[config.mk]
export PLATFORM = sky130hd
export DESIGN_NAME = fetch_unit_flat
export DESIGN_NICKNAME = d
export VERILOG_FILES = /design/src/rtl/fetch_pkg.sv /design/src/rtl/fetch_if.sv /design/src/rtl/fetch_buf.sv /design/src/rtl/fetch_unit.sv /design/src/flat_wrapper.sv
export SDC_FILE = /design/constraint.sdc
export NUM_CORES = 1
export LEC_CHECK = 0
export ABC_CLOCK_PERIOD_IN_PS = 10800
export CAP_MARGIN = 20
export CORE_MARGIN = 8
export CORE_UTILIZATION = 42
export CTS_BUF_LIST = sky130_fd_sc_hd__clkbuf_8
export DETAILED_ROUTE_END_ITERATION = 10
export DONT_BUFFER_PORTS = 1
export GPL_TIMING_DRIVEN = 1
export SETUP_SLACK_MARGIN = 0.5
export SYNTH_ARGS = -nofsm -noshare
export SYNTH_HDL_FRONTEND = slang
export SYNTH_SLANG_ARGS = --single-unit
[constraint.sdc]
create_clock -name clk -period 10.8 [get_ports clk]
set_input_delay 2.16 -clock clk [delete_from_list [all_inputs] [get_ports clk]]
set_output_delay 2.16 -clock clk [all_outputs]
set_load 0.005 [all_outputs]
[src/rtl/fetch_pkg.sv]
// Shared types and constants for the fetch stage.
// Fetched entries pair the PC with its instruction word.
package fetch_pkg;

    localparam int XLEN = 32;
    localparam logic [XLEN-1:0] PC_STEP = 32'd4;
    localparam int MIN_BUF_DEPTH = 2;

    typedef struct packed {
        logic [XLEN-1:0] pc;
        logic [XLEN-1:0] ins;
    } fetch_entry_t;

    function automatic bit buf_depth_ok(int d);
        return (d >= MIN_BUF_DEPTH) && ((d & (d - 1)) == 0);
    endfunction

endpackage

[src/rtl/fetch_if.sv]
// Fetch-to-decode valid/ready handshake.
// master = fetch side, slave = decode side.
interface fetch_if;
    import fetch_pkg::*;

    logic            dec_valid;
    logic            dec_ready;
    logic [XLEN-1:0] dec_ins;
    logic [XLEN-1:0] dec_pc;

    modport master (
        output dec_valid,
        output dec_ins,
        output dec_pc,
        input  dec_ready
    );

    modport slave (
        input  dec_valid,
        input  dec_ins,
        input  dec_pc,
        output dec_ready
    );

endinterface

[src/rtl/fetch_buf.sv]
// Flushable synchronous FIFO of fetch entries.
// Head is read straight from storage; storage resets to zero.
module fetch_buf
    import fetch_pkg::*;
#(
    parameter int DEPTH = 2
) (
    input  logic                   clk,
    input  logic                   rst,
    input  logic                   flush_i,
    input  logic                   push_i,
    input  logic                   pop_i,
    input  fetch_entry_t           wdata_i,
    output fetch_entry_t           rdata_o,
    output logic [$clog2(DEPTH):0] count_o,
    output logic                   full_o,
    output logic                   empty_o
);

    localparam int AW = $clog2(DEPTH);
    localparam int CW = AW + 1;

    fetch_entry_t   mem_q [DEPTH];
    logic [AW-1:0]  wptr_q, wptr_d;
    logic [AW-1:0]  rptr_q, rptr_d;
    logic [CW-1:0]  cnt_q, cnt_d;
    logic           do_push;
    logic           do_pop;

    assign full_o  = (cnt_q == CW'(DEPTH));
    assign empty_o = (cnt_q == '0);
    assign count_o = cnt_q;
    assign rdata_o = mem_q[rptr_q];

    // A full buffer only takes a push when the head leaves the same cycle.
    assign do_push = push_i & (~full_o | pop_i);
    assign do_pop  = pop_i & ~empty_o;

    always_comb begin
        wptr_d = wptr_q;
        rptr_d = rptr_q;
        cnt_d  = cnt_q;
        if (flush_i) begin
            wptr_d = '0;
            rptr_d = '0;
            cnt_d  = '0;
        end else begin
            if (do_push) wptr_d = wptr_q + AW'(1);
            if (do_pop)  rptr_d = rptr_q + AW'(1);
            unique case ({do_push, do_pop})
                2'b10:   cnt_d = cnt_q + CW'(1);
                2'b01:   cnt_d = cnt_q - CW'(1);
                default: cnt_d = cnt_q;
            endcase
        end
    end

    always_ff @(posedge clk) begin
        if (rst) begin
            wptr_q <= '0;
            rptr_q <= '0;
            cnt_q  <= '0;
        end else begin
            wptr_q <= wptr_d;
            rptr_q <= rptr_d;
            cnt_q  <= cnt_d;
        end
    end

    always_ff @(posedge clk) begin
        if (rst) begin
            for (int i = 0; i < DEPTH; i++) mem_q[i] <= '0;
        end else if (do_push && !flush_i) begin
            mem_q[wptr_q] <= wdata_i;
        end
    end

endmodule

[src/rtl/fetch_unit.sv]
// Fetch stage front: PC, imem addressing, fetch buffer, redirects.
// Optional FETCH_MISALIGN_CHK_EN traps misaligned redirect targets.
module fetch_unit
    import fetch_pkg::*;
#(
    parameter logic [31:0] RESET_PC  = 32'h0000_0000,
    parameter int          BUF_DEPTH = 2
) (
    input  logic        clk,
    input  logic        rst,
    input  logic        fetch_en,
    output logic [31:0] imem_addr,
    input  logic [31:0] imem_rdata,
    input  logic        redirect_valid,
    input  logic [31:0] redirect_pc,
`ifdef FETCH_MISALIGN_CHK_EN
    output logic        fetch_exc,
`endif
    fetch_if.master     dec
);

    localparam int  CW       = $clog2(BUF_DEPTH) + 1;
    localparam bit  DEPTH_OK = buf_depth_ok(BUF_DEPTH);
    localparam logic [1:0] RESET_LOW = RESET_PC[1:0];

    if (!DEPTH_OK) begin : g_bad_depth
        $error("fetch_unit: BUF_DEPTH must be a power of two >= 2");
    end
    if (RESET_LOW != 2'b00) begin : g_bad_reset_pc
        $error("fetch_unit: RESET_PC must be word aligned");
    end

    logic [XLEN-1:0] pc_q, pc_d;
    logic [XLEN-1:0] target;
    logic            halted;
    logic            pop;
    logic            push;
    logic            can_fetch;
    logic            buf_full;
    logic            buf_empty;
    logic [CW-1:0]   buf_count;
    fetch_entry_t    head;
    fetch_entry_t    wentry;

`ifdef FETCH_MISALIGN_CHK_EN
    logic halted_q, halted_d;
    logic exc_q, exc_d;
    logic misalign;

    assign misalign  = (redirect_pc[1:0] != 2'b00);
    assign target    = redirect_pc;
    assign halted    = halted_q;
    assign fetch_exc = exc_q;

    // Only a redirect can enter or leave the trapped state.
    always_comb begin
        halted_d = halted_q;
        exc_d    = exc_q;
        if (redirect_valid) begin
            halted_d = misalign;
            exc_d    = misalign;
        end
    end

    always_ff @(posedge clk) begin
        if (rst) begin
            halted_q <= 1'b0;
            exc_q    <= 1'b0;
        end else begin
            halted_q <= halted_d;
            exc_q    <= exc_d;
        end
    end
`else
    assign target = {redirect_pc[XLEN-1:2], 2'b00};
    assign halted = 1'b0;
`endif

    assign imem_addr = pc_q;

    // Redirect squashes both enqueue and dequeue for its cycle.
    assign pop       = dec.dec_valid & dec.dec_ready & ~redirect_valid;
    assign can_fetch = fetch_en & ~halted & (~buf_full | pop);
    assign push      = can_fetch & ~redirect_valid;

    assign wentry.pc  = pc_q;
    assign wentry.ins = imem_rdata;

    assign dec.dec_valid = ~buf_empty & ~halted;
    assign dec.dec_ins   = head.ins;
    assign dec.dec_pc    = head.pc;

    always_comb begin
        pc_d = pc_q;
        if (redirect_valid) begin
            pc_d = target;
        end else if (push) begin
            pc_d = pc_q + PC_STEP;
        end
    end

    always_ff @(posedge clk) begin
        if (rst) begin
            pc_q <= RESET_PC;
        end else begin
            pc_q <= pc_d;
        end
    end

    fetch_buf #(
        .DEPTH (BUF_DEPTH)
    ) u_buf (
        .clk     (clk),
        .rst     (rst),
        .flush_i (redirect_valid),
        .push_i  (push),
        .pop_i   (pop),
        .wdata_i (wentry),
        .rdata_o (head),
        .count_o (buf_count),
        .full_o  (buf_full),
        .empty_o (buf_empty)
    );

    always_ff @(posedge clk) begin
        if (!rst) begin
            assert (buf_count <= CW'(BUF_DEPTH))
                else $error("fetch_unit: buffer count overflow");
        end
    end

endmodule
[src/flat_wrapper.sv]
// flat-port wrapper written by rule: the top's interface ports become plain ports
module fetch_unit_flat import fetch_pkg::*;
#(
    parameter logic [31:0] RESET_PC  = 32'h0000_0000,
    parameter int          BUF_DEPTH = 2
)
  (clk, rst, fetch_en, imem_addr, imem_rdata, redirect_valid, redirect_pc, dec_dec_valid, dec_dec_ins, dec_dec_pc, dec_dec_ready);
  fetch_if dec_i ();
  input  logic clk;
  input  logic rst;
  input  logic fetch_en;
  output logic [31:0] imem_addr;
  input  logic [31:0] imem_rdata;
  input  logic redirect_valid;
  input  logic [31:0] redirect_pc;
  output wire logic [$bits(dec_i.dec_valid)-1:0] dec_dec_valid;
  output wire logic [$bits(dec_i.dec_ins)-1:0] dec_dec_ins;
  output wire logic [$bits(dec_i.dec_pc)-1:0] dec_dec_pc;
  input wire logic [$bits(dec_i.dec_ready)-1:0] dec_dec_ready;
  assign dec_dec_valid = dec_i.dec_valid;
  assign dec_dec_ins = dec_i.dec_ins;
  assign dec_dec_pc = dec_i.dec_pc;
  assign dec_i.dec_ready = dec_dec_ready;
  fetch_unit #(.RESET_PC(RESET_PC), .BUF_DEPTH(BUF_DEPTH)) u_core (.clk(clk), .rst(rst), .fetch_en(fetch_en), .imem_addr(imem_addr), .imem_rdata(imem_rdata), .redirect_valid(redirect_valid), .redirect_pc(redirect_pc), .dec(dec_i));
endmodule
==> metrics.md, run 1 <==
| Metric | Value |
|---|---|
| Starting Density | 0.431 |
| Yosys cell types | 60 |
| Max clock buf depth | 2 |
| Fraction of layout instances using a drive strength above 1 | 0.188 |
| M1 WL | ~7500 µm |
| Psw | about 0.29 mW |
| Syn Inst Count | 600 |
| Final instance area | around 8000 µm² |
| Fillcell total | between 1500 and 2000 |
| Crit Path Category | in -> reg |
| Worst r2r src | u_core.u_buf.count_o[1]$_SDFFE_PP0P_ |
| Vias | roughly 4600 |
| Leak pwr | 2.84 nW |
| Most common library cells after synthesis | edfxtp_1, and2_1, mux2_2 |
| Dpl cells | between 700 and 800 |
| CTS Sinks | roughly 160 |
| Yosys top cell by area | edfxtp_1 |
| CTS tree | done |
| R2r setup slk | between 7 and 8 ns |
| Total die area | 22300 µm² |
| CP arrival | 4.26 ns |
| Core ar. | between 15000 and 20000 µm² |
| First-pass iteration count of the detailed router | 5 |
| Worst slew margin | 0.390 |
| Top-count cell post-synth | edfxtp_1 |
| Cells on worst reg2reg path | 4 |
| Top_reg_cell synth | edfxtp_1 |
| Final ANT Viol Nets | 0 |
| Area growth, synth to finish | 8.32% |
| CTS clk-pin slew, worst paths | around 0.09 ns |
| Crit. End Element | flop |
| Register Area | between 4000 and 5000 µm² |
| Seq/Total Area, Yosys | 0.592 |
| Vias in the first global route | 4554 |
| Seq pwr share | 0.584 |
| Number of synthesized flops with an enable pin | between 100 and 150 |
| Area after DPL | 7660 µm² |
| WHS Endpoint | u_core.u_buf.count_o[1]$_SDFFE_PP0P_ |
| Crit-path max FO | 41 |
| Cell Pwr Density | between 150 and 200 nW/µm² |
| Synth warn | 0 |
| Sw Ratio | 0.233 |
| Area share of the largest cell type after synthesis | 0.498 |
| Die H | approximately 150 µm |
| Worst Skew | between 0.015 and 0.02 ns |
| WP data required | roughly 11 ns |
| Initial drt markers | roughly 330 |
| Setup TNS | 0 ns |
| Remaining Overflow, GRT | 0 |
| Maximum VDD drop | slightly above 70 µV |
| Crit path max-delay family | compound AO/OA/AOI/OAI gates |
| Ant diodes | 0 |
| Post-CTS Repair Setup Buffers | 0 |
| Internal | between 0.9 and 1 mW |
| Final Max Tran Viols | 0 |
| Top routing layer in use | met4 |
| Initial antenna violation count | 0 |
| Post-Layout Cell Count | 825 |
| Root Driver | clkbuf_8 |
| Setup Viol. Count Final | 0 |
| RSZ-0062 raised after global routing | false |
| Critical path origin | redirect_valid |
| Critical path depth in cells | 4 |
| Final HPWL DP | between 10000 and 15000 µm |
| Outcome | completed |
| CTS Buf Count | 17 |
| Fin. Hold Viols | 0 |
| Metal2 WL | between 8000 and 9000 µm |
| CP bufs+invs | 1 |
| Remaining DRCs | 0 |
| GP Congestion | 0.841 |
| Max-cap violations | 0 |
| Chip Width | about 150 µm |
| Fmax achieved | between 200 and 250 MHz |
| Routed WL per cell | between 20 and 25 µm |
| GRT Overall Usage | 0.159 |
| FP Rows | 48 |
| I/O pin total | approximately 170 |
| Worst-Skew Late Latency | approximately 0.45 ns |
| Post-synth ARST share | 0 |
| CTS HTree Levels | 4 |
| CTS Hold Bufs | 0 |
| First-pass GRT wire length | about 27000 µm |
| Slowest cell on crit path | o21ai_4 |
| Hold Crit Start | u_core.u_buf.count_o[1]$_SDFFE_PP0P_ |
| Tmin final | around 4.2 ns |
| Final-stage net count | approximately 660 |
| Detail Route met3 WL | 1780 µm |
| Worst hold path class | reg -> reg |
| Buffers added on ports | 0 |
| Yosys reg bits | between 150 and 200 |
| Clock power frac | 0.353 |
| Crit-path cells | nor2_1 -> nand2_1 -> o21ai_4 -> buf_4 |
| Post-CTS Resized | 0 |
| Hold Path Depth | 2 |
| Vias/cell | about 5.6 |
| Combinational Power Share | 0.064 |
| Worst setup SP type | input pin |
| WL final | ~18000 µm |
| Largest net degree at the start of global routing | 63 |
| Design Power | ~1.2 mW |
| Multi-input combinational cell area | approximately 2800 µm² |
| Worst path max stage delay | roughly 0.73 ns |
| Post-Syn Area per Cell | around 12 µm² |
| Ranking of synthesized cells by area | edfxtp_1, dfxtp_1, mux2_2 |
| Fin crit share | 0.387 |
| Post-Syn Area | 7470 µm² |
| Slew @ Worst Pin | between 0.9 and 1 ns |
| Capturing point of the worst reg2reg path | u_core.u_buf.mem_q[1][62]$_SDFFCE_PN0P_ |
## cells in the final DEF, fill, tap and decap left out, types with 3 or more instances in the layout
| cell type | count |
|---|---|
| bufinv_16 | 3 |
| clkinv_1 | 5 |
| and2_1 | 110 |
| nor2_1 | 23 |
| nand4_1 | 11 |
| inv_1 | 18 |
| a2111oi_0 | 8 |
| nor3_1 | 11 |
| and4_1 | 4 |
| xnor2_1 | 8 |
| nand3_1 | 14 |
| a311oi_1 | 4 |
| a211oi_1 | 12 |
| o21ai_0 | 8 |
| a21oi_1 | 11 |
| clkbuf_8 | 17 |
| nand2b_1 | 3 |
| and3_1 | 3 |
| a221oi_1 | 3 |
| mux2_2 | 62 |
| conb_1 | 4 |
| edfxtp_1 | 124 |
| buf_4 | 5 |
| a31oi_1 | 3 |
| nand2_1 | 16 |
| xor2_1 | 4 |
| dfxtp_1 | 34 |
| nor4_1 | 15 |
| or3_1 | 4 |
| clkinvlp_4 | 3 |
| a2111o_1 | 3 |
## how the worst max path moves through the flow
| stage | endpoint | slack (ns) |
|---|---|---|
| after floorplan | u_core.u_buf.mem_q[0][0]$_SDFFCE_PN0P_ | 2.47 |
| final | u_core.u_buf.mem_q[1][62]$_SDFFCE_PN0P_ | 6.62 |
| after CTS | u_core.u_buf.mem_q[1][25]$_SDFFCE_PN0P_ | 6.58 |
| after global routing | u_core.u_buf.mem_q[1][25]$_SDFFCE_PN0P_ | 6.43 |
| after global placement | u_core.u_buf.mem_q[1][58]$_SDFFCE_PN0P_ | 6.17 |
| after detailed placement | u_core.u_buf.mem_q[1][54]$_SDFFCE_PN0P_ | 6.09 |
## power by group through the flow
stage / Combinational, mW / Sequential, mW / Clock, mW
6_report: 0.0784 / 0.719 / 0.435
3_3_place_gp: 0.0773 / 0.732 / 0
2_1_floorplan: 0.0649 / 0.724 / 0
5_1_grt: 0.0872 / 0.724 / 0.473
3_5_place_dp: 0.0788 / 0.734 / 0
4_1_cts: 0.0796 / 0.720 / 0.446
## flip-flops by register name (all words and copies together) (netlist names), named ones only
| signal | flops |
|---|---|
| u_core.u_buf.wptr_q | 1 |
| u_core.u_buf.rptr_q | 1 |
| u_core.u_buf.mem_q | 124 |
| u_core.imem_addr | 30 |
| u_core.u_buf.count_o | 2 |
## kinds of logic after synthesis
family,synth area share
xor+xnor,0.0141
buf+inv,0.0335
simple gates,0.183
mux,0.0961
other cells,0.000502
compound gates,0.0777
flops,0.592
fa+ha+maj,0.00335
## area by class of cell
cell class,instances,area share
clock buffer,17,0.0289
clock inverter,15,0.0190
timing repair buffer,7,0.0105
inverter,17,0.00788
tap,225,0.0348
multi-input combinational,385,0.352
sequential,159,0.547
## worst reg2reg max path, cell delays in order (launching register included)
cell	delay, ns
dfxtp_1	0.36
nor2b_1	0.74
a21bo_2	0.64
o21ai_4	0.35
buf_4	0.41
## through the flow
step / setup slack [ns] / hold WS (ns) / utilization
global route: 6.43 / 0.564 / 0.466
detailed placement: 6.09 / 0.504 / 0.441
CTS: 6.58 / 0.517 / 0.464
global placement: 6.17 / 0.479 / 0.441
finish: 6.62 / 0.509 / 0.466
floorplan: 2.47 / 0.462 / -
## routing by layer
metal	vias to the layer above	global-route usage
met5	-	0
met4	0	0.0540
met3	15	0.0674
met2	190	0.239
met1	2234	0.203
li1	2189	-
Note: power is estimated with default switching activity, not from simulation.
==> inputs of run 2 (changes only) <==
- ABC_CLOCK_PERIOD_IN_PS: 10800 -> 4000
- clock period: 10.8 -> 4 ns (I/O delays scaled with it)
==> run 2 against run 1 <==
Worst setup slack worse by 5.3 ns. Utilization grew 0.079 points. Via count up 1.6%. Die area did not move. Worst hold slack got worse by 0.078 ns. Largest power group unchanged.
==> metrics.md, run 2 (synthesis results as in run 1) <==
| Metric | Value |
|---|---|
| Outcome | completed |
| Worst hold-check slack | 0.430 ns |
| Final ANT Viol Nets | 0 |
| Worst-Skew Late Latency | approximately 0.44 ns |
| Routed WL per cell | 21.7 µm |
| Commonest cells after routing, fill and taps aside | edfxtp_1, and2_1, mux2_2, dfxtp_1, nor2_1 |
| CTS Sinks | ~160 |
| Fin. Hold Viols | 0 |
| WL final | approximately 18000 µm |
| Fraction of layout instances using a drive strength above 1 | 0.191 |
| Commonest non-fill, non-tap cell in the layout | edfxtp_1 |
| Remaining DRCs | 0 |
| Maximum VDD drop | around 170 µV |
| Tmin final | 2.71 ns |
| Buffers added on ports | 0 |
| First-pass iteration count of the detailed router | 5 |
| I/O pin total | about 170 |
| Total die area | 22300 µm² |
| Vias | 4701 |
| Layout Utilization | 0.467 |
| Core ar. | 17400 µm² |
| Chip Width | around 150 µm |
| Top reg by flops | u_core.u_buf.mem_q |
| WP data required | roughly 3.2 ns |
| Leak pwr | about 2.9 nW |
| Crit-path cells | buf_12 -> mux2_2 |
| Cell Pwr Density | 411 nW/µm² |
| CP arrival | about 1.9 ns |
| Final instance area | around 8000 µm² |
| Slowest cell on crit path | dfxtp_2 |
| Root Driver | clkbuf_8 |
| Initial antenna violation count | 0 |
| Fmax achieved | approximately 370 MHz |
| RSZ-0062 raised after global routing | false |
| Largest net degree at the start of global routing | between 60 and 70 |
| Setup Viol. Count Final | 0 |
| Crit-path max FO | 41 |
| FP Rows | 48 |
| First-pass GRT wire length | between 20000 and 30000 µm |
| CTS clk-pin slew, worst paths | around 0.08 ns |
| Starting Density | 0.431 |
| Fin crit share | 0.678 |
| Slew @ Worst Pin | between 0.8 and 0.9 ns |
| Initial drt markers | roughly 380 |
| Worst setup SP type | flop |
| Area growth, synth to finish | 8.51% |
| Post-CTS Repair Setup Buffers | 0 |
| Max FFs per register | between 100 and 150 |
| Setup TNS | 0 ns |
| Max-cap violations | 0 |
| Dpl cells | 795 |
| Max clock buf depth | 2 |
| Crit Path Category | reg -> out |
| GP Congestion | 0.831 |
| GRT Overall Usage | 0.161 |
| Post-Layout Cell Count | just over 800 |
| Worst Skew | between 0.01 and 0.015 ns |
| Crit. End Element | output pin |
| Remaining Overflow, GRT | 0 |
| R2r setup slk | between 1.5 and 2 ns |
| Die H | roughly 150 µm |
| Final Max Tran Viols | 0 |
| Vias in the first global route | roughly 4700 |
| Post-CTS Resized | 0 |
| Final-stage net count | 660 |
| Worst hold path class | in -> reg |
| CTS Hold Bufs | 0 |
| Worst path max stage delay | about 0.72 ns |
| CTS Buf Count | 17 |
| Area after DPL | between 7000 and 8000 µm² |
| Final setup margin | ~1.3 ns |
| Worst slew margin | 0.416 |
| Vias/cell | about 5.7 |
| Final HPWL DP | 12200 µm |
| Worst slack, placed | approximately 1.2 ns |
| CTS tree | done |
| Design Power | ~3.3 mW |
| CTS HTree Levels | 4 |
| Ant diodes | 0 |
run 2: worst max-delay path, delay by kind of cell (launching register included):
| family | cells | cell delay [ns] |
|---|---|---|
| DFF | 1 | 0.72 |
| buffers and inverters | 1 | 0.32 |
| muxes | 1 | 0.41 |
run 2: area by class of cell:
class	instances	area, µm²
clock inverter	15	156
fill	1571	9250
sequential	159	4430
timing repair buffer	9	92.6
clock buffer	17	234
multi-input combinational	385	2850
tap	225	282
inverter	17	63.8
run 2: path summary, 6_finish.rpt:
path | end | from | cells past startpoint
max | dec_dec_pc[12] | flop | 2
min | u_core.imem_addr[14]$_SDFFE_PP0P_ | rst | 1
min reg2reg | flop | u_core.u_buf.rptr_q$_SDFFE_PP0P_ | 2
max reg2reg | u_core.u_buf.mem_q[0][28]$_SDFFCE_PN0P_ | u_core.u_buf.count_o[0]$_SDFFE_PP0P_ | 5
run 2: routing by layer:
layer	part of all wire	track usage
met1	0.43	0.204
met2	0.47	0.248
met3	0.095	0.0674
met4	0.0061	0.0469
met5	0	0
run 2: power by group:
group          switching [mW]  total (mW)  leakage [nW]  internal, mW
sequential             0.0726        1.94          1.59          1.87
clock                   0.572        1.17         0.194         0.602
combinational           0.130       0.215          1.07        0.0848
==> inputs of run 3 (changes only) <==
- ABC_CLOCK_PERIOD_IN_PS: 4000 -> 2810
- clock period: 4 -> 2.81 ns (I/O delays scaled with it)
==> run 3 against run 2 <==
Routed wire length is 0.10% higher. Clock power increased by 40%. First-iteration DRC count increased by 5.6%. Global-route usage up 0.086 points. Utilization rose by 0.46 points. Clock skew increased by 0.0033 ns. Cell count grew 1.1%. Register-to-register slack worse by 0.93 ns. Combinational power increased by 50%. Sequential share of layout area shrank 0.50 points. Worst hold slack lost 0.23 ns. Critical path type unchanged. Critical endpoint is now dec_dec_pc[31]. Largest cell class unchanged.
==> metrics.md, run 3 (synthesis results as in run 1) <==
| Metric | Value |
|---|---|
| Internal | roughly 3.6 mW |
| Worst-Skew Late Latency | about 0.44 ns |
| Worst path max stage delay | 0.52 ns |
| Setup TNS | 0 ns |
| FP Rows | 48 |
| Worst slack, placed | about 0.57 ns |
| Worst r2r src | u_core.imem_addr[16]$_SDFFE_PP0P_ |
| Final-stage net count | around 670 |
| R2r setup slk | approximately 0.64 ns |
| CTS Sinks | roughly 160 |
| Worst hold path class | in -> reg |
| Cells on worst reg2reg path | 4 |
| CTS tree | done |
| First-pass iteration count of the detailed router | 5 |
| Crit-path max FO | 17 |
| Psw | roughly 1.1 mW |
| Cell Pwr Density | approximately 580 nW/µm² |
| Maximum VDD drop | about 250 µV |
| Sw Ratio | 0.235 |
| Area growth, synth to finish | 9.58% |
| Max FFs per register | about 120 |
| Final Max Tran Viols | 0 |
| WHS Endpoint | u_core.imem_addr[16]$_SDFFE_PP0P_ |
| Combinational Power Share | 0.068 |
| Clock power frac | 0.348 |
| Leak pwr | 2.91 nW |
| Tmin final | approximately 2.2 ns |
| Commonest cells after routing, fill and taps aside | edfxtp_1, and2_1, mux2_2, dfxtp_1, nor2_1 |
| Worst setup SP type | flop |
| CP bufs+invs | 1 |
| Fin. Hold Viols | 0 |
| Final HPWL DP | around 12000 µm |
| Starting Density | 0.431 |
| GP Congestion | 0.838 |
| First-pass GRT wire length | around 28000 µm |
| Root Driver | clkbuf_8 |
| CP arrival | around 1.7 ns |
| Slew @ Worst Pin | between 0.5 and 0.6 ns |
| Post-Layout Cell Count | 836 |
| WP data required | about 2.3 ns |
| WL final | roughly 18000 µm |
| Routed WL per cell | ~21 µm |
| CTS Buf Count | 17 |
| Crit. End Element | output pin |
| Setup Viol. Count Final | 0 |
| Worst Skew | roughly 0.013 ns |
| Worst slew margin | 0.619 |
| I/O pin total | ~170 |
| Max clock buf depth | 2 |
| Initial antenna violation count | 0 |
| Crit Path Category | reg -> out |
| CTS HTree Levels | 4 |
| Die H | about 150 µm |
| Largest net degree at the start of global routing | 62 |
| Buffers added on ports | 0 |
| Hold Crit Start | rst |
| Top reg by flops | u_core.u_buf.mem_q |
| Remaining Overflow, GRT | 0 |
| Capturing point of the worst reg2reg path | u_core.imem_addr[24]$_SDFFE_PP0P_ |
| Vias/cell | between 5 and 6 |
| Hold Path Depth | 1 |
| Fraction of layout instances using a drive strength above 1 | 0.209 |
| Final ANT Viol Nets | 0 |
| Outcome | completed |
| Commonest non-fill, non-tap cell in the layout | edfxtp_1 |
| Dpl cells | 803 |
| Slowest cell on crit path | dfxtp_4 |
| Core ar. | about 17000 µm² |
| Crit path max-delay family | flip-flops |
| Total die area | approximately 22000 µm² |
| Fin crit share | 0.792 |
| CTS Hold Bufs | 0 |
| Final setup margin | slightly below 0.6 ns |
| Chip Width | roughly 150 µm |
| Crit-path cells | buf_4 -> mux2_2 |
| Ant diodes | 0 |
| GRT Overall Usage | 0.162 |
| RSZ-0062 raised after global routing | true |
| Seq pwr share | 0.584 |
| Fmax achieved | roughly 450 MHz |
| Vias | ~4600 |
| Initial drt markers | between 300 and 400 |
| CTS clk-pin slew, worst paths | ~0.09 ns |
| Vias in the first global route | ~4700 |
| Remaining DRCs | 0 |
| Max-cap violations | 0 |
[run 3: layer usage]
metal / wire length (µm) / track usage / part of all wire
met1: 7440 / 0.204 / 0.41
met2: 8350 / 0.246 / 0.47
met3: 2020 / 0.0758 / 0.11
met4: 146 / 0.0439 / 0.0081
met5: 0 / 0 / 0
[run 3: worst max path at each step]
stage / start / to / slack [ns] / cells after the start
2_1_floorplan: redirect_valid / u_core.u_buf.mem_q[0][0]$_SDFFCE_PN0P_ / -0.64 / 6
3_3_place_gp: redirect_valid / u_core.u_buf.mem_q[1][25]$_SDFFCE_PN0P_ / 0.61 / 4
3_5_place_dp: redirect_valid / u_core.u_buf.mem_q[1][25]$_SDFFCE_PN0P_ / 0.57 / 4
4_1_cts: flop / dec_dec_pc[30] / 0.52 / 2
5_1_grt: flop / dec_dec_pc[31] / 0.47 / 2
6_report: flop / dec_dec_pc[31] / 0.59 / 2
[run 3: through the flow]
step / util / power, mW / cell area [µm²] / hold WS, ns
floorplan: - / 3.03 / 7560 / 0.462
global placement: 0.448 / 3.12 / 7780 / 0.489
detailed placement: 0.448 / 3.14 / 7780 / 0.501
CTS: 0.471 / 4.77 / 8180 / 0.148
global route: 0.472 / 4.90 / 8190 / 0.142
finish: 0.472 / 4.71 / 8190 / 0.200
[run 3: power groups by stage]
stage	combinational [mW]	sequential, mW	clock [mW]
floorplan	0.261	2.77	0
global placement	0.322	2.80	0
detailed placement	0.326	2.81	0
CTS	0.331	2.75	1.69
global route	0.358	2.77	1.77
finish	0.322	2.75	1.64
[run 3: area by class of cell]
type / count / area, µm²
fill: 1531 / 9170
timing repair buffer: 18 / 168
multi-input combinational: 385 / 2860
clock inverter: 13 / 124
inverter: 17 / 63.8
tap: 225 / 282
sequential: 159 / 4430
clock buffer: 19 / 262
[run 3: timing repair]
action	in CTS	in global routing
buffers inserted	1	0
setup endpoints to repair	31	34
pin swaps	0	1
resized for setup	0	2
==> edit, RTL diff (flow settings as in run 1) <==
`BUF_DEPTH` is set to 2 in 2 places; all go to 4.
--- a/src/rtl/fetch_unit.sv
+++ b/src/rtl/fetch_unit.sv
@@ -6,3 +6,3 @@
     parameter logic [31:0] RESET_PC  = 32'h0000_0000,
-    parameter int          BUF_DEPTH = 2
+    parameter int          BUF_DEPTH = 4
 ) (
--- a/src/flat_wrapper.sv
+++ b/src/flat_wrapper.sv
@@ -4,3 +4,3 @@
     parameter logic [31:0] RESET_PC  = 32'h0000_0000,
-    parameter int          BUF_DEPTH = 2
+    parameter int          BUF_DEPTH = 4
 )
Formal check against the unedited RTL: not equivalent (a bounded check fails within 4 cycles, from zero or initial values and one cycle with rst high).
==> edit against run 1 <==
- power up 87%
- wire length rose by 86%
- worst hold slack gained 16 ps
- area after synthesis is 72% higher
- sequential cell count up 128
- synthesized cell count grew 46%
- worst setup slack lost 980 ps
- first-iteration DRC count rose by 13%
- critical path depth is 3 higher
- final area rose by 74%
==> edit: results (changes against run 1) <==
Synthesis
  – Post-synthesis sequential area ratio: 64.0% (+4.8 points)
  – Top cells by count, synth: edfxtp_1 (248), and2_1 (187), and3_1 (63), mux4_2 (62), clkbuf_1 (49)
  – Largest cells by area after synthesis: edfxtp_1 (58%), mux4_2 (11%), and2_1 (9.1%)
  – Synth Instances: 878 (+46%)
  – Number of flops mapped to enable cells by yosys: 248 (+100%)

Clock network
  – Clock buffer count from CTS: 49 (+32)
  – Longest Clk Path Bufs: 3 (+1)
  – Worst-Skew Late Latency: 570 ps (+120 ps)
  – H-tree depth: 2 (-2)
  – Clk slew on worst S/H paths: 60 ps (-30 ps)

Global route
  – Number of global-route vias before repair: 7680 (+69%)
  – First-pass GRT wire length: 49200 um (+81%)
  – Largest net degree at the start of global routing: 70 (+11%)
  – Initial antenna violation count: 2 (+2)
  – Total GRT Usage: 17.9% (+2.0 points)

Setup path
  – FF-to-FF path depth: 7 (+3)
  – Critical path's top delay family: buffers and inverters
  – Crit path max fanout: 64 (+56%)
  – Crit-path slowest cell: buf_4

Pwr
  – P_leak: 0.00509 uW (+79%)
  – Pint: 1760 uW (+87%)
  – Maximum vdd drop: 85.0 uV (+19%)
  – Flop pwr share: 55.9% (-2.5 points)
  – Logic pwr share: 4.6% (-1.8 points)

Layout
  – Fillers: 2682 (+70%)
  – Final Net Count: 946 (+44%)
  – Layout cell share with drive strength beyond 1: 17.5% (-1.4 points)
  – Max FFs per register: 248 (+100%)

Placed design
  – DP Cell Count: 1219 (+54%)
  – Post-Place Cell Area: 13200 um2 (+72%)
  – HPWL after DPL: 18400 um (+55%)
  – Routability Congestion: 0.776 (-7.7%)

Detailed routing
  – DR vias: 7254 (+57%)
  – Initial drt markers: 373 (+13%)
  – Drt first pass iters: 4 (-1)
  – DR WL/cell: 25.2 um (+17%)

STA
  – Layout Skew: 35.3 ps (+19.7 ps)
  – Worst-margin pin slew: 1050 ps (+141 ps)

Outcome
  – Status: completed
## edit: cell count changes in the layout (fill, tap and decap cells not counted), sizes merged, moves of 32 or more
cell,before,now
edfxtp,124,248
and2,112,190
mux2,62,0
mux4,0,62
and3,3,64
clkbuf,17,49
## edit: layout make-up
type / instances / area (um2) / area share [%]
tap: 396 / 495 / 3.52
inverter: 7 / 26.3 / 0.187
multi-input combinational: 519 / 4340 / 30.9
antenna: 1 / 2.50 / 0.0178
timing repair buffer: 10 / 75.1 / 0.534
clock inverter: 38 / 214 / 1.52
sequential: 287 / 8240 / 58.6
clock buffer: 49 / 674 / 4.80
## edit: cells by family after synthesis
kind of cell             synth area share, %
buffers and inverters                   2.65
adder cells (fa/ha/maj)                0.350
XOR/XNOR                                2.04
flip-flops                              64.0
other                                 0.0292
AO/OA/AOI/OAI                           2.82
AND/OR/NAND/NOR                         17.3
multiplexers                            10.9
## edit: path summary, 6_finish.rpt
| path | endpoint | slack, ps | start |
|---|---|---|---|
| hold reg to reg | u_core.u_buf.count_o[2]$_SDFFE_PP0P_ | 520 | u_core.u_buf.count_o[2]$_SDFFE_PP0P_ |
| setup reg to reg | u_core.u_buf.mem_q[1][37]$_SDFFCE_PN0P_ | 7390 | u_core.u_buf.count_o[2]$_SDFFE_PP0P_ |
| setup / recovery | u_core.u_buf.mem_q[1][37]$_SDFFCE_PN0P_ | 5640 | redirect_valid |
| hold / removal | u_core.u_buf.count_o[2]$_SDFFE_PP0P_ | 520 | u_core.u_buf.count_o[2]$_SDFFE_PP0P_ |
## edit: layer usage
layer / global-route usage, % / share of wire [%] / up-vias
met5: 0 / 0.039 / -
met1: 21.7 / 41 / 3703
li1: - / - / 3271
met4: 4.74 / 1.6 / 2
met2: 30.2 / 49 / 233
met3: 6.20 / 8.0 / 45
